$ cat src/rtl/btn_debouncer.sv
// Per-button debouncer producing debounced level, single-shot, auto-repeat and continuous enables.
// Optional `BTN_SYNC_EN inserts a 2-flop synchronizer on every PB bit (adds 2 cycles of latency).
module btn_debouncer_lane #(
  parameter int DEBOUNCE_CYC = 1000000,
  parameter int HOLD_CYC     = 50000000,
  parameter int REPEAT_CYC   = 10000000,
  parameter int CW           = 27
) (
  input  logic i_clk,
  input  logic i_reset,
  input  logic i_pb,
  output logic o_dpb,
  output logic o_scen,
  output logic o_mcen,
  output logic o_ccen
);
  typedef enum logic [2:0] {
    INI     = 3'd0,
    WQ      = 3'd1,
    SCEN_ST = 3'd2,
    HOLD    = 3'd3,
    RPT     = 3'd4,
    WFCR    = 3'd5
  } state_t;

  localparam logic [CW-1:0] DEB_MAX = CW'(DEBOUNCE_CYC - 1);
  localparam logic [CW-1:0] HLD_MAX = CW'(HOLD_CYC - 1);
  localparam logic [CW-1:0] RPT_MAX = CW'(REPEAT_CYC - 1);

  state_t        r_state, w_state_nxt;
  logic [CW-1:0] r_cnt, w_cnt_nxt;
  logic          r_rpt_pulse, w_rpt_pulse_nxt;

  always_ff @(posedge i_clk) begin
    if (i_reset) begin
      r_state     <= INI;
      r_cnt       <= '0;
      r_rpt_pulse <= 1'b0;
    end else begin
      r_state     <= w_state_nxt;
      r_cnt       <= w_cnt_nxt;
      r_rpt_pulse <= w_rpt_pulse_nxt;
    end
  end

  always_comb begin
    w_state_nxt     = r_state;
    w_cnt_nxt       = r_cnt;
    w_rpt_pulse_nxt = 1'b0;
    case (r_state)
      INI: begin
        w_cnt_nxt = '0;
        if (i_pb) w_state_nxt = WQ;
      end
      WQ: begin
        if (!i_pb) begin
          w_state_nxt = INI;
          w_cnt_nxt   = '0;
        end else if (r_cnt == DEB_MAX) begin
          w_state_nxt = SCEN_ST;
        end else begin
          w_cnt_nxt = r_cnt + CW'(1);
        end
      end
      SCEN_ST: begin
        w_state_nxt = HOLD;
        w_cnt_nxt   = '0;
      end
      HOLD: begin
        if (!i_pb) begin
          w_state_nxt = WFCR;
          w_cnt_nxt   = '0;
        end else if (r_cnt == HLD_MAX) begin
          w_state_nxt = RPT;
          w_cnt_nxt   = '0;
        end else begin
          w_cnt_nxt = r_cnt + CW'(1);
        end
      end
      RPT: begin
        // Repeat pulse is registered so the first one lands REPEAT_CYC cycles into RPT
        if (!i_pb) begin
          w_state_nxt = WFCR;
          w_cnt_nxt   = '0;
        end else if (r_cnt == RPT_MAX) begin
          w_cnt_nxt       = '0;
          w_rpt_pulse_nxt = 1'b1;
        end else begin
          w_cnt_nxt = r_cnt + CW'(1);
        end
      end
      WFCR: begin
        if (i_pb) begin
          w_cnt_nxt = '0;
        end else if (r_cnt == DEB_MAX) begin
          w_state_nxt = INI;
          w_cnt_nxt   = '0;
        end else begin
          w_cnt_nxt = r_cnt + CW'(1);
        end
      end
      default: begin
        w_state_nxt = INI;
        w_cnt_nxt   = '0;
      end
    endcase
  end

  assign o_dpb  = (r_state == SCEN_ST) || (r_state == HOLD) ||
                  (r_state == RPT)     || (r_state == WFCR);
  assign o_scen = (r_state == SCEN_ST);
  assign o_mcen = (r_state == SCEN_ST) || r_rpt_pulse;
  assign o_ccen = (r_state == RPT);
endmodule

module btn_debouncer #(
  parameter int N_BTN        = 4,
  parameter int DEBOUNCE_CYC = 1000000,
  parameter int HOLD_CYC     = 50000000,
  parameter int REPEAT_CYC   = 10000000
) (
  input  logic             clk,
  input  logic             reset,
  input  logic [N_BTN-1:0] PB,
  output logic [N_BTN-1:0] DPB,
  output logic [N_BTN-1:0] SCEN,
  output logic [N_BTN-1:0] MCEN,
  output logic [N_BTN-1:0] CCEN
);
  localparam int MAX_DH = (DEBOUNCE_CYC > HOLD_CYC) ? DEBOUNCE_CYC : HOLD_CYC;
  localparam int MAX_C  = (MAX_DH > REPEAT_CYC) ? MAX_DH : REPEAT_CYC;
  localparam int CW     = $clog2(MAX_C) + 1;

  logic [N_BTN-1:0] w_pb;

`ifdef BTN_SYNC_EN
  logic [N_BTN-1:0] r_sync1, r_sync2;
  always_ff @(posedge clk) begin
    if (reset) begin
      r_sync1 <= '0;
      r_sync2 <= '0;
    end else begin
      r_sync1 <= PB;
      r_sync2 <= r_sync1;
    end
  end
  assign w_pb = r_sync2;
`else
  assign w_pb = PB;
`endif

  for (genvar i = 0; i < N_BTN; i++) begin : g_lane
    btn_debouncer_lane #(
      .DEBOUNCE_CYC (DEBOUNCE_CYC),
      .HOLD_CYC     (HOLD_CYC),
      .REPEAT_CYC   (REPEAT_CYC),
      .CW           (CW)
    ) u_lane (
      .i_clk   (clk),
      .i_reset (reset),
      .i_pb    (w_pb[i]),
      .o_dpb   (DPB[i]),
      .o_scen  (SCEN[i]),
      .o_mcen  (MCEN[i]),
      .o_ccen  (CCEN[i])
    );
  end
endmodule

$ cat config.mk
export PLATFORM = sky130hd
export DESIGN_NAME = btn_debouncer
export DESIGN_NICKNAME = d
export VERILOG_FILES = /design/src/rtl/btn_debouncer.sv
export SDC_FILE = /design/constraint.sdc
export NUM_CORES = 1
export LEC_CHECK = 0
export ABC_CLOCK_PERIOD_IN_PS = 4040
export CAP_MARGIN = 5
export CORE_UTILIZATION = 30
export DETAILED_ROUTE_END_ITERATION = 12
export PLACE_DENSITY = 0.52
export SLEW_MARGIN = 30
export SYNTH_ARGS = -nofsm -noshare
export SYNTH_HDL_FRONTEND = slang
export SYNTH_HIERARCHICAL = 1
export SYNTH_SLANG_ARGS = --single-unit
$ cat constraint.sdc
create_clock -name clk -period 4.04 [get_ports clk]
set_clock_uncertainty 0.2 [all_clocks]
set_input_delay 0.404 -clock clk [delete_from_list [all_inputs] [get_ports clk]]
set_output_delay 0.404 -clock clk [all_outputs]
set_load 0.005 [all_outputs]
== Word level (Yosys, flattened, before mapping) ==
Cells that the tools add are included.

* Register bits after elaboration: 124
* Input port bits: 6
* Output and inout bits: 16

* Add/subtract/negate cells: 4
* Equal/unequal tests: 60
* Mux-type cells: 76
* Bitwise gates (word level): 8
* Reduce and logical (&&, ||, !) cells: 28

{| class="wikitable"
|+ Operators by type and width
! kind !! number
|-
| 2-to-1 mux 27 bit || 32
|-
| one-hot mux 27 bit (4 select lines) || 4
|-
| adder 27 x 1 -> 27 bit, second input constant || 4
|-
| equality test 27 x 20 -> 1 bit, second input constant || 4
|-
| equality test 27 x 24 -> 1 bit, second input constant || 4
|-
| equality test 27 x 26 -> 1 bit, second input constant || 4
|-
| 2-to-1 mux 3 bit || 32
|-
| one-hot mux 3 bit (6 select lines) || 4
|-
| equality test 3 x 2 -> 1 bit, second input constant || 8
|-
| equality test 3 bit, second input constant || 8
|-
| != test 2 bit, second input constant || 12
|-
| != test 3 x 2 -> 1 bit, second input constant || 8
|-
| AND reduction 6 bit || 4
|-
| logical OR 1 bit || 16
|-
| equality test 3 x 1 -> 1 bit, second input constant || 4
|-
| zero test 3 bit || 4
|-
| != test 3 bit, second input constant || 4
|-
| OR reduction 3 bit || 4
|-
| != test 2 x 1 -> 1 bit, second input constant || 4
|-
| NOT 1 bit || 8
|-
| 2-to-1 mux 1 bit || 4
|}

== Longest topological paths before layout ==
Gate-level depths: netlist of the first run.

* Word-level depth: 4
* Depth in mapped cells: 9
* Gate-level depth less buffers: 8

== Cells and area by module ==
The synthesis of the first run kept the hierarchy.

{| class="wikitable"
|+ Modules (own cells, without submodules)
! module !! instances !! cells an instance !! area each (µm²)
|-
| btn_debouncer_lane at g_lane[0].u_lane ... || 2 || 186 || 1595.3
|-
| btn_debouncer_lane at g_lane[3].u_lane || 1 || 209 || 1727.9
|-
| btn_debouncer_lane at g_lane[2].u_lane || 1 || 188 || 1581.5
|}

== Worst setup path before layout of the first run ==
No wires, ideal clock.

* Kind: register -> register
* Start point: reg g_lane[3].u_lane.r_cnt[0]
* End point: reg g_lane[3].u_lane.r_cnt[1]
* Data arrival time: 2102 ps
* Required time: 3781 ps
* Path slack: 1679 ps
* Stages on the path, launching flop included: 9
* Period minus slack after synthesis: 2361 ps
* Cell sequence: dfxtp_1 -> ha_1 -> and4_1 -> and4b_1 -> buf_2 -> and3_1 -> o32a_2 -> a211oi_2 -> a22o_1

* Word-level cells in the longest chain between the ends: 4
* Elaborated cells on any way between the ends: 14

{| class="wikitable"
|+ Ends and longest elaborated chain
! what !! RTL line !! source
|-
| start: declaration || 31 || <nowiki>logic [CW-1:0] r_cnt, w_cnt_nxt;</nowiki>
|-
| start signal: assignment || 41 || <nowiki>r_cnt <= w_cnt_nxt;</nowiki>
|-
| adder 27 x 1 -> 27 bit (tied with other cells) || n/a ||
|-
| 2-to-1 mux 27 bit (on tied branches) (2 in series) || n/a ||
|-
| one-hot mux 27 bit (4 select lines) || 50 || <nowiki>case (r_state)</nowiki>
|}

Several ways; a longest one is shown, not always the timed one. The select of a mux whose other input is x is not followed.
A chain may end at the register's enable or synchronous reset.

== Final worst setup path of the first run ==
* Start point: reg g_lane[1].u_lane.r_cnt[5]
* End point: reg g_lane[1].u_lane.r_cnt[1]

* Word-level cells in the longest chain between the ends: 4
* Elaborated cells on any way between the ends: 11

{| class="wikitable"
|+ Ends and longest elaborated chain
! what !! RTL line
|-
| start: declaration || 31
|-
| start signal: assignment || 41
|-
| equality test 27 x 20 -> 1 bit (tied with other cells) || 59, 95
|-
| 2-to-1 mux 27 bit (on tied branches) || 95, 73, 85
|-
| 2-to-1 mux 27 bit (on tied branches) || 93, 70, 82
|-
| one-hot mux 27 bit (4 select lines) || 50
|}

Several ways; a longest one is shown, not always the timed one.

==> results.py, run 1 <==
metrics = {
    "sta": {
        "finalCritPeriodShare_pct": 69.6,
        "post-route-worst-setup-slack_ns": 1.23,
        "rsz0062_at_grt": "false",
        "relSlewSlack_pct": 52.9,
        "whs_ns": 0.301,
        "period_needed_ns": 2.81,
        "hold_viol_final": 0,
        "setup_tns_ns": 0,
        "slew_viol_final": 0,
        "fmax_mhz": 356,
        "setup_viol": 0,
        "worst_slew_pin_slew_ns": 0.704,
    },
    "final_layout": {
        "stdcell_count": 1072,
        "final_net_count": 795,
        "drive_gt1_share_pct": 9.79,
        "utilization_pct": 35.3,
        "register_area_um2": 2480,
        "stdcell_area_um2": 7470,
        "fill_cells": 2160,
        "multi_input_area_um2": 3740,
        "area_growth_pct": 15.0,
        "diodes": 0,
    },
    "floorplanning": {
        "die_h_um": 149,
        "io_pins": 22,
        "start_util_pct": 30.7,
        "die_x_um": 149,
        "rows": 53,
        "die-area_um2": 22300,
        "core_um2": 21200,
    },
    "route": {
        "num_vias": 5276,
        "ant_nets": 0,
        "routed_wl_mm": 14.1,
        "wl_per_cell_um": 13.1,
        "first_iter_violations": 299,
        "vias_per_cell": 4.92,
        "drtPass1Iterations": 4,
        "drc": 0,
    },
    "critical_path": {
        "cp.required_ns": 4.13,
        "crit_type": "reg -> reg",
        "worstPathMaxFanout": 25,
        "end_kind": "flip-flop",
        "r2r_cells": 7,
        "setup.worst_path.start_class": "flip-flop",
        "crit_arrival_ns": 2.91,
    },
    "yosys": {
        "synth_xor_area_share_pct": 13.3,
        "synth_edf_count": 0,
        "avgSynthCellArea_um2": 8.45,
        "synth_area_leaders": "dfxtp_1 38%, xor2_1 8.1%, nor2_1 6.4%, xnor2_1 5.3%, nand4_1 4.3%",
        "synth_flop_cell": "dfxtp_1",
        "synth_nets": 779,
        "synth-seq-area-share_pct": 38.2,
        "synth-simple-area-share_pct": 34.7,
        "yosysTopAreaCell": "dfxtp_1",
        "syn_area_um2": 6500,
        "synth_top_area_share_pct": 38.2,
        "synth_fa_ha_area_share_pct": 0.770,
        "synth.distinct_cells": 69,
        "ys_async_sr_fraction_pct": 0,
        "yosys_warnings": 6,
        "synth_compound_area_share_pct": 8.07,
        "syn-instance-count": 769,
        "muxShareOfSynthArea_pct": 0.635,
        "synth_top_family_by_area": "simple AND/OR/NAND/NOR gates",
        "synth-seq-cells": 124,
    },
    "cts": {
        "cts_sinks": 124,
        "cts_resized": 0,
        "clkTransAtPathRegs_ns": 0.05,
        "ctsHoldBuffers": 0,
        "h-tree-depth": 4,
        "numCtsBuffers": 17,
        "cts_setup_buffers": 0,
        "cts_tree": "yes",
        "clockBufferDepth": 2,
        "cts_root_buf": "clkbuf_16",
        "clkLatencyLatePin_ns": 0.41,
    },
    "global_routing": {
        "grt_pass1_vias": 5055,
        "grt_pass1_wl_mm": 24.3,
        "antenna_found_initial": 0,
        "gr-total-overflow": 0,
        "grt_usage_pct": 13.4,
        "grt_max_degree": 26,
    },
    "placed_design": {
        "dpl-instance-area_um2": 6890,
        "dp.cells": 1041,
        "hpwlAfterDp_mm": 9.83,
        "io_buffers": 21,
        "gp_congestion": 0.788,
        "preCtsSetupSlack_ns": 1.16,
    },
    "pwr": {
        "power.total_mw": 2.80,
        "leakage_nw": 2.34,
        "vdd_drop_max_uv": 224,
        "p_per_area_nw_per_um2": 374,
    },
    "min_path": {
        "hold_path_class": "reg -> reg",
        "whs_path_depth": 1,
    },
    "flow_run": {
        "maxCapViolations": 0,
    },
    "status": {
        "outcome": "finished clean",
    },
}
[worst max-delay path: stages (launching register included)]
cell,delay (ns)
dfxtp_1,0.48
nand4_1,0.13
nor4b_1,0.48
nand4_1,0.23
a22o_1,0.28
o21ai_4,0.59
a21o_2,0.22
o22ai_1,0.08
[final cells by class]
cell class	count	share of cell area (%)
well taps	275	4.60
multi-input cells	592	50.0
clock inverters	6	1.12
inverters	28	1.41
flip-flops and latches	124	33.2
clock buffers	25	6.76
repair buffers	22	2.91
[logic make-up after synthesis]
logic type,Yosys count
adder cells (fa/ha/maj),4
XOR/XNOR,99
flip-flops,124
multiplexers,4
AND/OR/NAND/NOR,412
AO/OA/AOI/OAI,73
buffers and inverters,53
[sequential cells by signal, indices dropped and copies added, names as in the netlist]
signal and flops:
g_lane.u_lane/r_rpt_pulse 4, g_lane.u_lane/r_state 12, g_lane.u_lane/r_cnt 108
[synthesized netlist by cell type, types with 7 or more instances]
| cell | instances |
|---|---|
| nor4_1 | 17 |
| nand3_1 | 41 |
| nand2_1 | 63 |
| inv_1 | 28 |
| clkbuf_1 | 7 |
| a21oi_1 | 14 |
| nand2b_1 | 8 |
| nor3_1 | 22 |
| o21ai_0 | 20 |
| dfxtp_1 | 124 |
| xor2_1 | 60 |
| xnor2_1 | 39 |
| and2_1 | 13 |
| nand4_1 | 45 |
| and4_1 | 8 |
| and3_1 | 14 |
| nor2_2 | 16 |
| buf_6 | 7 |
| nor2_1 | 110 |
[cells in the final DEF (no fill, tap or decap), types with 17 or more instances in the layout]
| cell | count |
|---|---|
| clkdlybuf4s50_1 | 21 |
| xor2_1 | 60 |
| inv_1 | 28 |
| o21ai_0 | 20 |
| xnor2_1 | 39 |
| nand2_1 | 63 |
| dfxtp_1 | 124 |
| nor4_1 | 17 |
| nand3_1 | 41 |
| clkbuf_16 | 17 |
| nor3_1 | 22 |
| nand4_1 | 45 |
| nor2_1 | 110 |
[where the power goes]
part           switching [mW]  internal, mW  total (mW)
Sequential            0.00611          1.23        1.23
Clock                   0.527         0.985        1.51
Combinational          0.0339        0.0166      0.0505
Total                   0.567          2.23        2.80
[metal layers]
layer,global-route usage [%],vias to the layer above,share of wire (%)
met5,0,-,0
li1,-,2733,-
met4,4.64,0,1.1
met3,3.18,14,2.9
met2,21.1,62,45
met1,17.9,2467,51
[path summary, 6_finish.rpt]
path	to	from	slack, ns
max	g_lane[1].u_lane/r_cnt[1]	g_lane[1].u_lane/r_cnt[5]	1.23
min	g_lane[2].u_lane/r_cnt[0]	g_lane[2].u_lane/r_cnt[0]	0.30
max reg2reg	g_lane[1].u_lane/r_cnt[1]	g_lane[1].u_lane/r_cnt[5]	1.23
min reg2reg	g_lane[2].u_lane/r_cnt[0]	g_lane[2].u_lane/r_cnt[0]	0.30
Power figures use the tool's default switching activity.
==> run 2: changes to the inputs <==
Settings changed: ABC_CLOCK_PERIOD_IN_PS 4040 to 2600.
Clock period 4.04 ns to 2.6 ns, I/O delays scaled along.
==> results.py, run 2 (synthesis gave the netlist of run 1 again) <==
metrics = {
    "status": {
        "outcome": "finished clean",
    },
    "final_layout": {
        "area_growth_pct": 18.4,
        "drive_gt1_share_pct": 13.4,
        "final_net_count": 827,
        "diodes": 0,
        "stdcell_count": 1103,
        "register_area_um2": 2480,
        "largest_register_ff_count": 108,
        "stdcell_area_um2": 7690,
        "top_register": "g_lane.u_lane/r_cnt",
        "layout_commonest_cell": "dfxtp_1",
        "largestRegisters": "g_lane.u_lane/r_cnt x108, g_lane.u_lane/r_state x12, g_lane.u_lane/r_rpt_pulse x4",
        "fill_cells": 2197,
        "multi_input_area_um2": 3750,
        "layout_common_cells": "124 x dfxtp_1, 110 x nor2_1, 63 x nand2_1, 60 x xor2_1, 45 x nand4_1",
    },
    "pwr": {
        "internal_power_mw": 3.26,
        "p_per_area_nw_per_um2": 538,
        "leakage_nw": 2.48,
        "seq_power_share_pct": 46.2,
        "swShare_pct": 21.3,
        "vdd_drop_max_uv": 401,
        "clkPwrFrac_pct": 51.6,
        "combPwrFrac_pct": 2.2,
        "p_sw_uw": 884,
    },
    "sta": {
        "period_needed_ns": 2.42,
        "worst_slew_pin_slew_ns": 0.641,
        "rsz0062_at_grt": "false",
        "setup_viol": 0,
        "slew_viol_final": 0,
        "hold_viol_final": 0,
        "setup_tns_ns": 0,
        "fmax_mhz": 414,
        "finalCritPeriodShare_pct": 92.9,
        "relSlewSlack_pct": 57.0,
    },
    "global_routing": {
        "busiest_layer": "met2",
        "grt_pass1_wl_mm": 24.3,
        "grt_use_met2_pct": 20.7,
        "met3_usage_pct": 3.36,
        "grt_pass1_vias": 5033,
        "grt_max_degree": 20,
        "gr-total-overflow": 0,
        "grt_usage_pct": 13.6,
        "antenna_found_initial": 0,
        "use_met1_pct": 17.9,
    },
    "critical_path": {
        "startpoint": "g_lane[3].u_lane/r_cnt[0]",
        "crit_family": "simple AND/OR/NAND/NOR gates",
        "regToRegSetupSlack_ns": 0.18,
        "worstPathMaxFanout": 7,
        "crit_path_max_incr_delay_ns": 0.38,
        "cp_slowest_cell": "dfxtp_1",
        "setup.worst_path.start_class": "flip-flop",
        "crit_cells": 8,
        "r2r-end": "g_lane[3].u_lane/r_cnt[0]",
        "critPathBufInv": 1,
        "crit_arrival_ns": 2.51,
        "crit_type": "reg -> reg",
        "crit_path_end": "g_lane[3].u_lane/r_cnt[0]",
        "cp.required_ns": 2.70,
        "r2r_cells": 8,
        "rr_startpoint": "g_lane[3].u_lane/r_cnt[0]",
        "cp_cell_sequence": "ha_1 > and4_1 > and4b_1 > and3_1 > o32a_2 > a211oi_2 > buf_4 > mux2_1",
        "end_kind": "flip-flop",
    },
    "floorplanning": {
        "die_h_um": 149,
        "rows": 53,
        "io_pins": 22,
        "start_util_pct": 30.7,
        "die-area_um2": 22300,
        "die_x_um": 149,
        "core_um2": 21200,
    },
    "cts": {
        "clkTransAtPathRegs_ns": 0.05,
        "numCtsBuffers": 17,
        "clockBufferDepth": 2,
        "clkLatencyLatePin_ns": 0.41,
        "cts_root_buf": "clkbuf_16",
        "h-tree-depth": 4,
        "cts_tree": "yes",
        "cts_resized": 0,
        "cts_setup_buffers": 0,
        "ctsHoldBuffers": 0,
        "cts_sinks": 124,
    },
    "placed_design": {
        "dp.cells": 1073,
        "dpl-instance-area_um2": 7150,
        "gp_congestion": 0.826,
        "io_buffers": 21,
        "hpwlAfterDp_mm": 10.3,
    },
    "route": {
        "vias_per_cell": 4.85,
        "drtPass1Iterations": 4,
        "routed_wl_mm": 14.2,
        "drc": 0,
        "num_vias": 5349,
        "first_iter_violations": 231,
        "wl_per_cell_um": 12.9,
        "ant_nets": 0,
    },
    "min_path": {
        "hold_path_class": "reg -> reg",
        "whs_path_depth": 2,
    },
    "flow_run": {
        "maxCapViolations": 0,
    },
}
## run 2: metal layers
| metal | up-vias | routed length [um] |
|---|---|---|
| li1 | 2799 | - |
| met1 | 2460 | 7240 |
| met2 | 72 | 6180 |
| met3 | 18 | 479 |
| met4 | 0 | 278 |
| met5 | - | 0 |
## run 2: power by group through the flow
| stage | Sequential (mW) | Clock (mW) | Combinational, mW |
|---|---|---|---|
| 2_1_floorplan | 1.95 | 0 | 0.0587 |
| 3_3_place_gp | 1.96 | 0 | 0.0901 |
| 6_report | 1.92 | 2.14 | 0.0896 |
| 3_5_place_dp | 1.96 | 0 | 0.0893 |
| 5_1_grt | 1.92 | 2.28 | 0.0993 |
| 4_1_cts | 1.92 | 2.21 | 0.0897 |
## run 2: area by class of cell
cell class | count | share of cell area, %
clock buffer | 22 | 5.90
clock inverter | 8 | 0.927
inverter | 28 | 1.37
multi-input combinational | 592 | 48.8
sequential | 124 | 32.3
tap | 275 | 4.47
timing repair buffer | 54 | 6.28
## run 2: tightest hold or removal path: cells and delay by family, from the launching register on
kind	cells	cell delay, ns
AOI/OAI and AO/OA	1	0.07
buffers and inverters	1	0.05
DFF	1	0.33
## run 2: worst min path at each step
stage	from	end	slack, ns
floorplan	reset	g_lane[3].u_lane/r_state[2]	0.13
global placement	g_lane[0].u_lane/r_cnt[1]	g_lane[0].u_lane/r_cnt[1]	0.29
detailed placement	g_lane[1].u_lane/r_cnt[1]	g_lane[1].u_lane/r_cnt[1]	0.30
CTS	g_lane[1].u_lane/r_cnt[1]	g_lane[1].u_lane/r_cnt[1]	0.30
global route	g_lane[1].u_lane/r_cnt[1]	g_lane[1].u_lane/r_cnt[1]	0.33
finish	g_lane[0].u_lane/r_cnt[1]	g_lane[0].u_lane/r_cnt[1]	0.30
## run 2: metrics by stage
step	total power, mW	utilization (%)	setup slack (ns)	hold WS (ns)
2_1_floorplan	2.01	-	0.239	0.129
3_3_place_gp	2.05	33.8	0.199	0.287
3_5_place_dp	2.05	33.8	0.187	0.295
4_1_cts	4.21	36.3	0.168	0.304
5_1_grt	4.30	36.4	0.00120	0.334
6_report	4.14	36.4	0.185	0.302
